<file path="config.mk">
export PLATFORM = sky130hd
export DESIGN_NAME = lsq_mem_arbiter_flat
export DESIGN_NICKNAME = d
export VERILOG_FILES = /design/src/rtl/lsq_mem_arbiter_if.sv /design/src/rtl/lsq_mem_arbiter.sv /design/src/flat_wrapper.sv
export SDC_FILE = /design/constraint.sdc
export NUM_CORES = 1
export LEC_CHECK = 0
export ABC_AREA = 0
export BUFFER_PORTS_ARGS = -buffer_cell sky130_fd_sc_hd__buf_2
export CORE_AREA = 2 2 181 183
export DETAILED_ROUTE_END_ITERATION = 7
export DIE_AREA = 0 0 183 185
export PLACE_DENSITY_LB_ADDON = 0.1
export RECOVER_POWER = 25
export SYNTH_ARGS = -nofsm -noshare
export SYNTH_HDL_FRONTEND = slang
export SYNTH_SLANG_ARGS = --single-unit
export TNS_END_PERCENT = 1
</file>
<file path="constraint.sdc">
create_clock -name clock -period 5.4 [get_ports clock]
set_input_delay 0 -clock clock [delete_from_list [all_inputs] [get_ports clock]]
set_output_delay 0 -clock clock [all_outputs]
set_load 0.005 [all_outputs]
</file>
<file path="src/rtl/lsq_mem_arbiter_if.sv">
// Signal bundle between the LSQ, the shared data-memory port and the CDB.
// The arbiter uses the master modport; the LSQ/memory side uses the slave modport.
`ifndef PRF_SIZE
`define PRF_SIZE 32
`endif

interface lsq_mem_arbiter_if;
    localparam int TAG_W = $clog2(`PRF_SIZE);

    logic             ld_req_valid;
    logic [63:0]      ld_req_addr;
    logic [TAG_W-1:0] ld_req_tag;
    logic             ld_req_grant;

    logic             st_req_valid;
    logic [63:0]      st_req_addr;
    logic [63:0]      st_req_data;
    logic             st_req_grant;
    logic             sq_almost_full;

    logic             mispredict;

    logic [1:0]       mem_command;
    logic [63:0]      mem_addr;
    logic [63:0]      mem_data;
    logic             mem_ack;
    logic             mem_resp_valid;
    logic [63:0]      mem_resp_data;

    logic             lsq_CDB_result_is_valid;
    logic [TAG_W-1:0] lsq_CDB_dest_tag;
    logic [63:0]      lsq_CDB_result_out;
    logic             busy;

    modport master (
        input  ld_req_valid, ld_req_addr, ld_req_tag,
        output ld_req_grant,
        input  st_req_valid, st_req_addr, st_req_data, sq_almost_full,
        output st_req_grant,
        input  mispredict,
        output mem_command, mem_addr, mem_data,
        input  mem_ack, mem_resp_valid, mem_resp_data,
        output lsq_CDB_result_is_valid, lsq_CDB_dest_tag, lsq_CDB_result_out, busy
    );

    modport slave (
        output ld_req_valid, ld_req_addr, ld_req_tag,
        input  ld_req_grant,
        output st_req_valid, st_req_addr, st_req_data, sq_almost_full,
        input  st_req_grant,
        output mispredict,
        input  mem_command, mem_addr, mem_data,
        output mem_ack, mem_resp_valid, mem_resp_data,
        input  lsq_CDB_result_is_valid, lsq_CDB_dest_tag, lsq_CDB_result_out, busy
    );
endinterface

</file>
<file path="src/rtl/lsq_mem_arbiter.sv">
// Arbitrates the single data-memory port between load and store queues, tracks one
// outstanding transaction and broadcasts load results. Define LSQ_ARB_STARVE_EN for store anti-starvation.
`ifndef PRF_SIZE
`define PRF_SIZE 32
`endif

module lsq_mem_arbiter #(
    parameter int STARVE_LIMIT = 4
) (
    input logic              clock,
    input logic              reset,
    lsq_mem_arbiter_if.master bus
);
    localparam int TAG_W = $clog2(`PRF_SIZE);
    localparam logic [1:0] BUS_NONE  = 2'd0;
    localparam logic [1:0] BUS_LOAD  = 2'd1;
    localparam logic [1:0] BUS_STORE = 2'd2;

    typedef enum logic [1:0] {IDLE, ISSUE, WAIT_LD} state_t;

    state_t           state, next_state;
    logic [63:0]      lat_addr;
    logic [63:0]      lat_data;
    logic [TAG_W-1:0] lat_tag;
    logic             lat_is_load;
    logic             squash;
    logic             ld_grant, st_grant;
    logic             load_ok, store_pick, starve_hit;
    logic             resp_fire, broadcast;
    logic             cdb_valid;
    logic [TAG_W-1:0] cdb_tag;
    logic [63:0]      cdb_data;

    if (STARVE_LIMIT < 1) begin : g_bad_starve_limit
        $error("STARVE_LIMIT must be at least 1");
    end

`ifdef LSQ_ARB_STARVE_EN
    localparam int CNT_W = $clog2(STARVE_LIMIT + 1);
    logic [CNT_W-1:0] starve_cnt;

    always_ff @(posedge clock or posedge reset) begin
        if (reset)
            starve_cnt <= '0;
        else if (st_grant)
            starve_cnt <= '0;
        else if (ld_grant && bus.st_req_valid && starve_cnt < CNT_W'(STARVE_LIMIT))
            starve_cnt <= starve_cnt + 1'b1;
    end

    assign starve_hit = (starve_cnt >= CNT_W'(STARVE_LIMIT));
`else
    assign starve_hit = 1'b0;
`endif

    // A mispredict in IDLE only suppresses the load; a committed store can still go.
    assign load_ok    = bus.ld_req_valid && !bus.mispredict;
    assign store_pick = bus.st_req_valid && (!load_ok || bus.sq_almost_full || starve_hit);

    always_comb begin
        next_state = state;
        ld_grant   = 1'b0;
        st_grant   = 1'b0;
        case (state)
            IDLE: begin
                if (!reset) begin
                    if (store_pick)
                        st_grant = 1'b1;
                    else if (load_ok)
                        ld_grant = 1'b1;
                    if (store_pick || load_ok)
                        next_state = ISSUE;
                end
            end
            ISSUE: begin
                if (bus.mem_ack)
                    next_state = lat_is_load ? WAIT_LD : IDLE;
            end
            WAIT_LD: begin
                if (bus.mem_resp_valid)
                    next_state = IDLE;
            end
            default: next_state = IDLE;
        endcase
    end

    always_ff @(posedge clock or posedge reset) begin
        if (reset)
            state <= IDLE;
        else
            state <= next_state;
    end

    always_ff @(posedge clock or posedge reset) begin
        if (reset) begin
            lat_addr    <= '0;
            lat_data    <= '0;
            lat_tag     <= '0;
            lat_is_load <= 1'b0;
        end else if (st_grant) begin
            lat_addr    <= bus.st_req_addr;
            lat_data    <= bus.st_req_data;
            lat_is_load <= 1'b0;
        end else if (ld_grant) begin
            lat_addr    <= bus.ld_req_addr;
            lat_data    <= '0;
            lat_tag     <= bus.ld_req_tag;
            lat_is_load <= 1'b1;
        end
    end

    // The bus command cannot be retracted, so a squashed load still runs to completion.
    always_ff @(posedge clock or posedge reset) begin
        if (reset)
            squash <= 1'b0;
        else if (next_state == IDLE)
            squash <= 1'b0;
        else if (bus.mispredict && lat_is_load && state != IDLE)
            squash <= 1'b1;
    end

    assign resp_fire = (state == WAIT_LD) && bus.mem_resp_valid;
    assign broadcast = resp_fire && !squash && !bus.mispredict;

    always_ff @(posedge clock or posedge reset) begin
        if (reset) begin
            cdb_valid <= 1'b0;
            cdb_tag   <= '0;
            cdb_data  <= '0;
        end else begin
            cdb_valid <= broadcast;
            if (broadcast) begin
                cdb_tag  <= lat_tag;
                cdb_data <= bus.mem_resp_data;
            end
        end
    end

    always_comb begin
        bus.mem_command = BUS_NONE;
        if (state == ISSUE)
            bus.mem_command = lat_is_load ? BUS_LOAD : BUS_STORE;
    end

    assign bus.ld_req_grant            = ld_grant;
    assign bus.st_req_grant            = st_grant;
    assign bus.mem_addr                = lat_addr;
    assign bus.mem_data                = lat_data;
    assign bus.lsq_CDB_result_is_valid = cdb_valid;
    assign bus.lsq_CDB_dest_tag        = cdb_tag;
    assign bus.lsq_CDB_result_out      = cdb_data;
    assign bus.busy                    = (state != IDLE);
endmodule
</file>
<file path="src/flat_wrapper.sv">
// flat-port wrapper written by rule: the top's interface ports become plain ports
module lsq_mem_arbiter_flat 
#(
    parameter int STARVE_LIMIT = 4
)
  (clock, reset, bus_ld_req_valid, bus_ld_req_addr, bus_ld_req_tag, bus_ld_req_grant, bus_st_req_valid, bus_st_req_addr, bus_st_req_data, bus_sq_almost_full, bus_st_req_grant, bus_mispredict, bus_mem_command, bus_mem_addr, bus_mem_data, bus_mem_ack, bus_mem_resp_valid, bus_mem_resp_data, bus_lsq_CDB_result_is_valid, bus_lsq_CDB_dest_tag, bus_lsq_CDB_result_out, bus_busy);
  lsq_mem_arbiter_if bus_i ();
  input logic clock;
  input logic reset;
  input wire logic [$bits(bus_i.ld_req_valid)-1:0] bus_ld_req_valid;
  input wire logic [$bits(bus_i.ld_req_addr)-1:0] bus_ld_req_addr;
  input wire logic [$bits(bus_i.ld_req_tag)-1:0] bus_ld_req_tag;
  output wire logic [$bits(bus_i.ld_req_grant)-1:0] bus_ld_req_grant;
  input wire logic [$bits(bus_i.st_req_valid)-1:0] bus_st_req_valid;
  input wire logic [$bits(bus_i.st_req_addr)-1:0] bus_st_req_addr;
  input wire logic [$bits(bus_i.st_req_data)-1:0] bus_st_req_data;
  input wire logic [$bits(bus_i.sq_almost_full)-1:0] bus_sq_almost_full;
  output wire logic [$bits(bus_i.st_req_grant)-1:0] bus_st_req_grant;
  input wire logic [$bits(bus_i.mispredict)-1:0] bus_mispredict;
  output wire logic [$bits(bus_i.mem_command)-1:0] bus_mem_command;
  output wire logic [$bits(bus_i.mem_addr)-1:0] bus_mem_addr;
  output wire logic [$bits(bus_i.mem_data)-1:0] bus_mem_data;
  input wire logic [$bits(bus_i.mem_ack)-1:0] bus_mem_ack;
  input wire logic [$bits(bus_i.mem_resp_valid)-1:0] bus_mem_resp_valid;
  input wire logic [$bits(bus_i.mem_resp_data)-1:0] bus_mem_resp_data;
  output wire logic [$bits(bus_i.lsq_CDB_result_is_valid)-1:0] bus_lsq_CDB_result_is_valid;
  output wire logic [$bits(bus_i.lsq_CDB_dest_tag)-1:0] bus_lsq_CDB_dest_tag;
  output wire logic [$bits(bus_i.lsq_CDB_result_out)-1:0] bus_lsq_CDB_result_out;
  output wire logic [$bits(bus_i.busy)-1:0] bus_busy;
  assign bus_i.ld_req_valid = bus_ld_req_valid;
  assign bus_i.ld_req_addr = bus_ld_req_addr;
  assign bus_i.ld_req_tag = bus_ld_req_tag;
  assign bus_ld_req_grant = bus_i.ld_req_grant;
  assign bus_i.st_req_valid = bus_st_req_valid;
  assign bus_i.st_req_addr = bus_st_req_addr;
  assign bus_i.st_req_data = bus_st_req_data;
  assign bus_i.sq_almost_full = bus_sq_almost_full;
  assign bus_st_req_grant = bus_i.st_req_grant;
  assign bus_i.mispredict = bus_mispredict;
  assign bus_mem_command = bus_i.mem_command;
  assign bus_mem_addr = bus_i.mem_addr;
  assign bus_mem_data = bus_i.mem_data;
  assign bus_i.mem_ack = bus_mem_ack;
  assign bus_i.mem_resp_valid = bus_mem_resp_valid;
  assign bus_i.mem_resp_data = bus_mem_resp_data;
  assign bus_lsq_CDB_result_is_valid = bus_i.lsq_CDB_result_is_valid;
  assign bus_lsq_CDB_dest_tag = bus_i.lsq_CDB_dest_tag;
  assign bus_lsq_CDB_result_out = bus_i.lsq_CDB_result_out;
  assign bus_busy = bus_i.busy;
  lsq_mem_arbiter #(.STARVE_LIMIT(STARVE_LIMIT)) u_core (.clock(clock), .reset(reset), .bus(bus_i));
endmodule
</file>
==> results.md <==
* Syn Area/Cell at 12.0 um2
* Max cap viols at 0
* Initial Util at 29.1%
* Layout cells sized above 1 at 33.7%
* TritonCTS Buffers at 25
* RD Place Congestion at 0.788
* Critical path class: reg2out
* Clock Root Buffer: clkbuf_16
* Post-CTS setup buffer count at 0
* Filler instances at 3077
* Crit share post-route at 52.7%
* Final setup viols at 0
* Yosys reg bits at 207
* Pwr/cell area at 412 nW/um2
* I/O pin cnt at 472
* Clock Tree Buf Depth at 3
* GRT overflow at 0
* Layout area overhead at 64.1%
* Vias/cell at 4.77
* Worst min-delay path category: in2reg
* Post-Syn Instances at 776
* Measured slew at the worst slew-check pin at 1.40 ns
* Remaining DRCs at 0
* Synth area leaders: dfrtp_1 56%, mux2_2 7.7%, a221oi_1 6.0%
* CP required at 5.40 ns
* Worst R2R Setup Slack at 2.63 ns
* Final WL at 35.1 mm
* Sequential area share after synthesis at 55.6%
* Worst-Skew Late Latency at 0.52 ns
* Largest net degree at the start of global routing at 113
* Post-synth top area share at 55.6%
* First DRT Iteration DRCs at 490
* Max Fclk at 0.352 GHz
* CP max FO at 88
* Post-Syn Nets at 1045
* Post-DP HPWL at 22.5 mm
* Cell chain of the critical path: or3_4 -> buf_4 -> a211o_1 -> inv_1 -> buf_2
* Setup crit end: bus_ld_req_grant
* H-tree Lvls at 1
* Reg2reg end: u_core.bus.mem_addr[47]
* Crit-path max cell delay at 0.82 ns
* Sum Neg Setup Slack at 0 ns
* Placed Area at 11900 um2
* RSZ-0062 raised after global routing: false
* Max Slew Vio Count at 0
* Global-route wire length before repair at 53.3 mm
* Fin crit period at 2.84 ns
* DRT Pass-1 Iters at 5
* Chip width at 183 um
* DR WL/cell at 18.6 um
* Antenna violations before repair at 4
* Yosys cell types at 29
* Vias in the first global route at 9495
* Hold_buf cts at 265
* Total number of vias at 9024
* Reg2reg path depth at 4
* Post-Syn Area at 9320 um2
* Final instance area at 15300 um2
* CP Launch Type: flip-flop
* Slew Limit Headroom at 6.46%
* IO buf count at 471
* Skew final at 0.0127 ns
* Yosys warns at 0
* Post-cts resize count at 0
* Final ANT Viol Nets at 0
* Core ar. at 32000 um2
* CTS tree: yes
* Die ar. at 33900 um2
* Peak supply drop at 0.192 mV
* CP endpoint kind: primary output
* Total global-route track usage at 19.8%
* Leakage dissipation at 7.28 nW
* FP Rows at 66
* Final hold violation count at 0
* Leading area contributor after synthesis: dfrtp_1
* Crit path from: u_core.state[1]
* Post-layout util at 47.7%
* CTS sink cnt at 207
* Max stage delay cell, worst path: buf_4
* Nets at 1734
* CP Data Arrival Time at 2.84 ns
* Status: complete, no violations
* Clk pin slew, worst setup/hold paths at 0.06 ns
* Reg2Reg Launch Point: u_core.state[1]
* Die height at 185 um
==> routing by layer <==
metal  track usage [%]  wire length [um]  share of wire (%)  vias up
li1                  -                 -                  -     4266
met1              23.4             14100                 40     4362
met2              34.3             17000                 48      332
met3              6.82              3130                8.9       56
met4              5.44               827                2.4        8
met5                 0                48               0.14        -
==> area by class of cell <==
cell class | count | area (um2) | share of cell area [%]
Timing Repair Buffer | 747 | 4980 | 32.6
Clock inverter | 7 | 116 | 0.761
Multi-Input combinational cell | 416 | 3500 | 22.9
Antenna cell | 1 | 2.50 | 0.0164
Tap cell | 408 | 510 | 3.34
Sequential cell | 207 | 5180 | 33.9
Clock buffer | 36 | 727 | 4.76
Inverter | 68 | 259 | 1.69
==> state kept, by name (all words and copies together) (netlist names) <==
name / count
u_core.squash: 1
u_core.lat_is_load: 1
u_core.bus.lsq_CDB_dest_tag: 5
u_core.bus.lsq_CDB_result_out: 64
u_core.bus.mem_data: 64
u_core.bus.lsq_CDB_result_is_valid: 1
u_core.state: 2
u_core.lat_tag: 5
u_core.bus.mem_addr: 64
==> cell families after synthesis <==
group | share of synthesized area [%]
AOI/OAI and AO/OA | 22.9
buffers and inverters | 7.15
DFF | 55.6
muxes | 8.95
and+or+nand+nor | 5.44
==> where the power goes <==
part	switching [mW]	internal, mW
registers	0.316	2.15
logic	0.935	1.17
clock network	0.661	1.07
total	1.91	4.39
==> Yosys cell counts <==
master      n
o22a_1      1
clkbuf_1   51
and2_1     65
buf_4       4
inv_1      68
nand2_1     2
dfrtp_1   207
nor4b_2     1
o31ai_1    64
buf_1       4
nor3b_1     1
nor3_2      1
a22o_1     64
o21ba_2     1
buf_6       7
a31oi_1     2
or3_1       1
a21o_1      1
buf_2      19
or3b_1      1
mux2_1     10
nand2b_1    4
mux2_2     64
a221oi_1   64
nor2_1      2
or2_2       1
a22oi_1    64
nor2b_1     1
a211o_1     1
==> worst min path at each step <==
stage / start / to / cells past startpoint
finish: bus_st_req_addr[38] / u_core.bus.mem_addr[38] / 4
global route: bus_st_req_addr[38] / u_core.bus.mem_addr[38] / 4
CTS: bus_st_req_addr[38] / u_core.bus.mem_addr[38] / 4
detailed placement: reset / u_core.lat_is_load / 2
global placement: reset / u_core.lat_is_load / 2
floorplan: bus_ld_req_tag[0] / u_core.lat_tag[0] / 1
==> cells in the final DEF, fill, tap and decap left out <==
cell,instances
clkbuf_1,100
or3b_2,1
buf_12,1
nor3b_2,1
a31oi_1,2
nor2b_1,1
a21o_4,1
buf_4,10
nand2b_2,1
inv_1,66
a211o_1,1
buf_2,375
a22o_1,64
buf_1,1
nor2_1,2
clkinv_2,2
clkinv_4,1
a22oi_1,64
mux2_1,10
nor4b_4,1
clkinvlp_2,1
and2_1,65
o31ai_1,64
dlygate4sd3_1,265
diode_2,1
clkbuf_16,25
dfrtp_1,207
inv_4,1
clkbuf_8,6
o22a_1,1
nor3_4,1
mux2_2,64
clkinvlp_4,1
bufinv_16,3
a221oi_1,64
nand2_1,2
or2_2,1
o21ba_2,1
nand2b_1,3
or3_4,1
==> stage by stage <==
step | setup WS [ns] | cells | total power, mW | hold slack (ns)
4_1_cts | 2.48 | 1889 | 6.44 | 0.00773
2_1_floorplan | 2.71 | 776 | 3.33 | 0.132
6_report | 2.56 | 1890 | 6.30 | 0.0346
5_1_grt | 2.31 | 1889 | 6.73 | 0.0389
3_5_place_dp | 2.77 | 1581 | 4.29 | 0.166
3_3_place_gp | 2.79 | 1581 | 4.27 | 0.172
==> worst max-delay path: cells and delay by family, from the launching register on <==
kind	cells	cell delay, ns
AO/OA/AOI/OAI	1	0.39
buffers and inverters	3	1.05
flip-flops	1	0.38
AND/OR/NAND/NOR	1	0.47
Note: power is estimated with default switching activity, not from simulation.
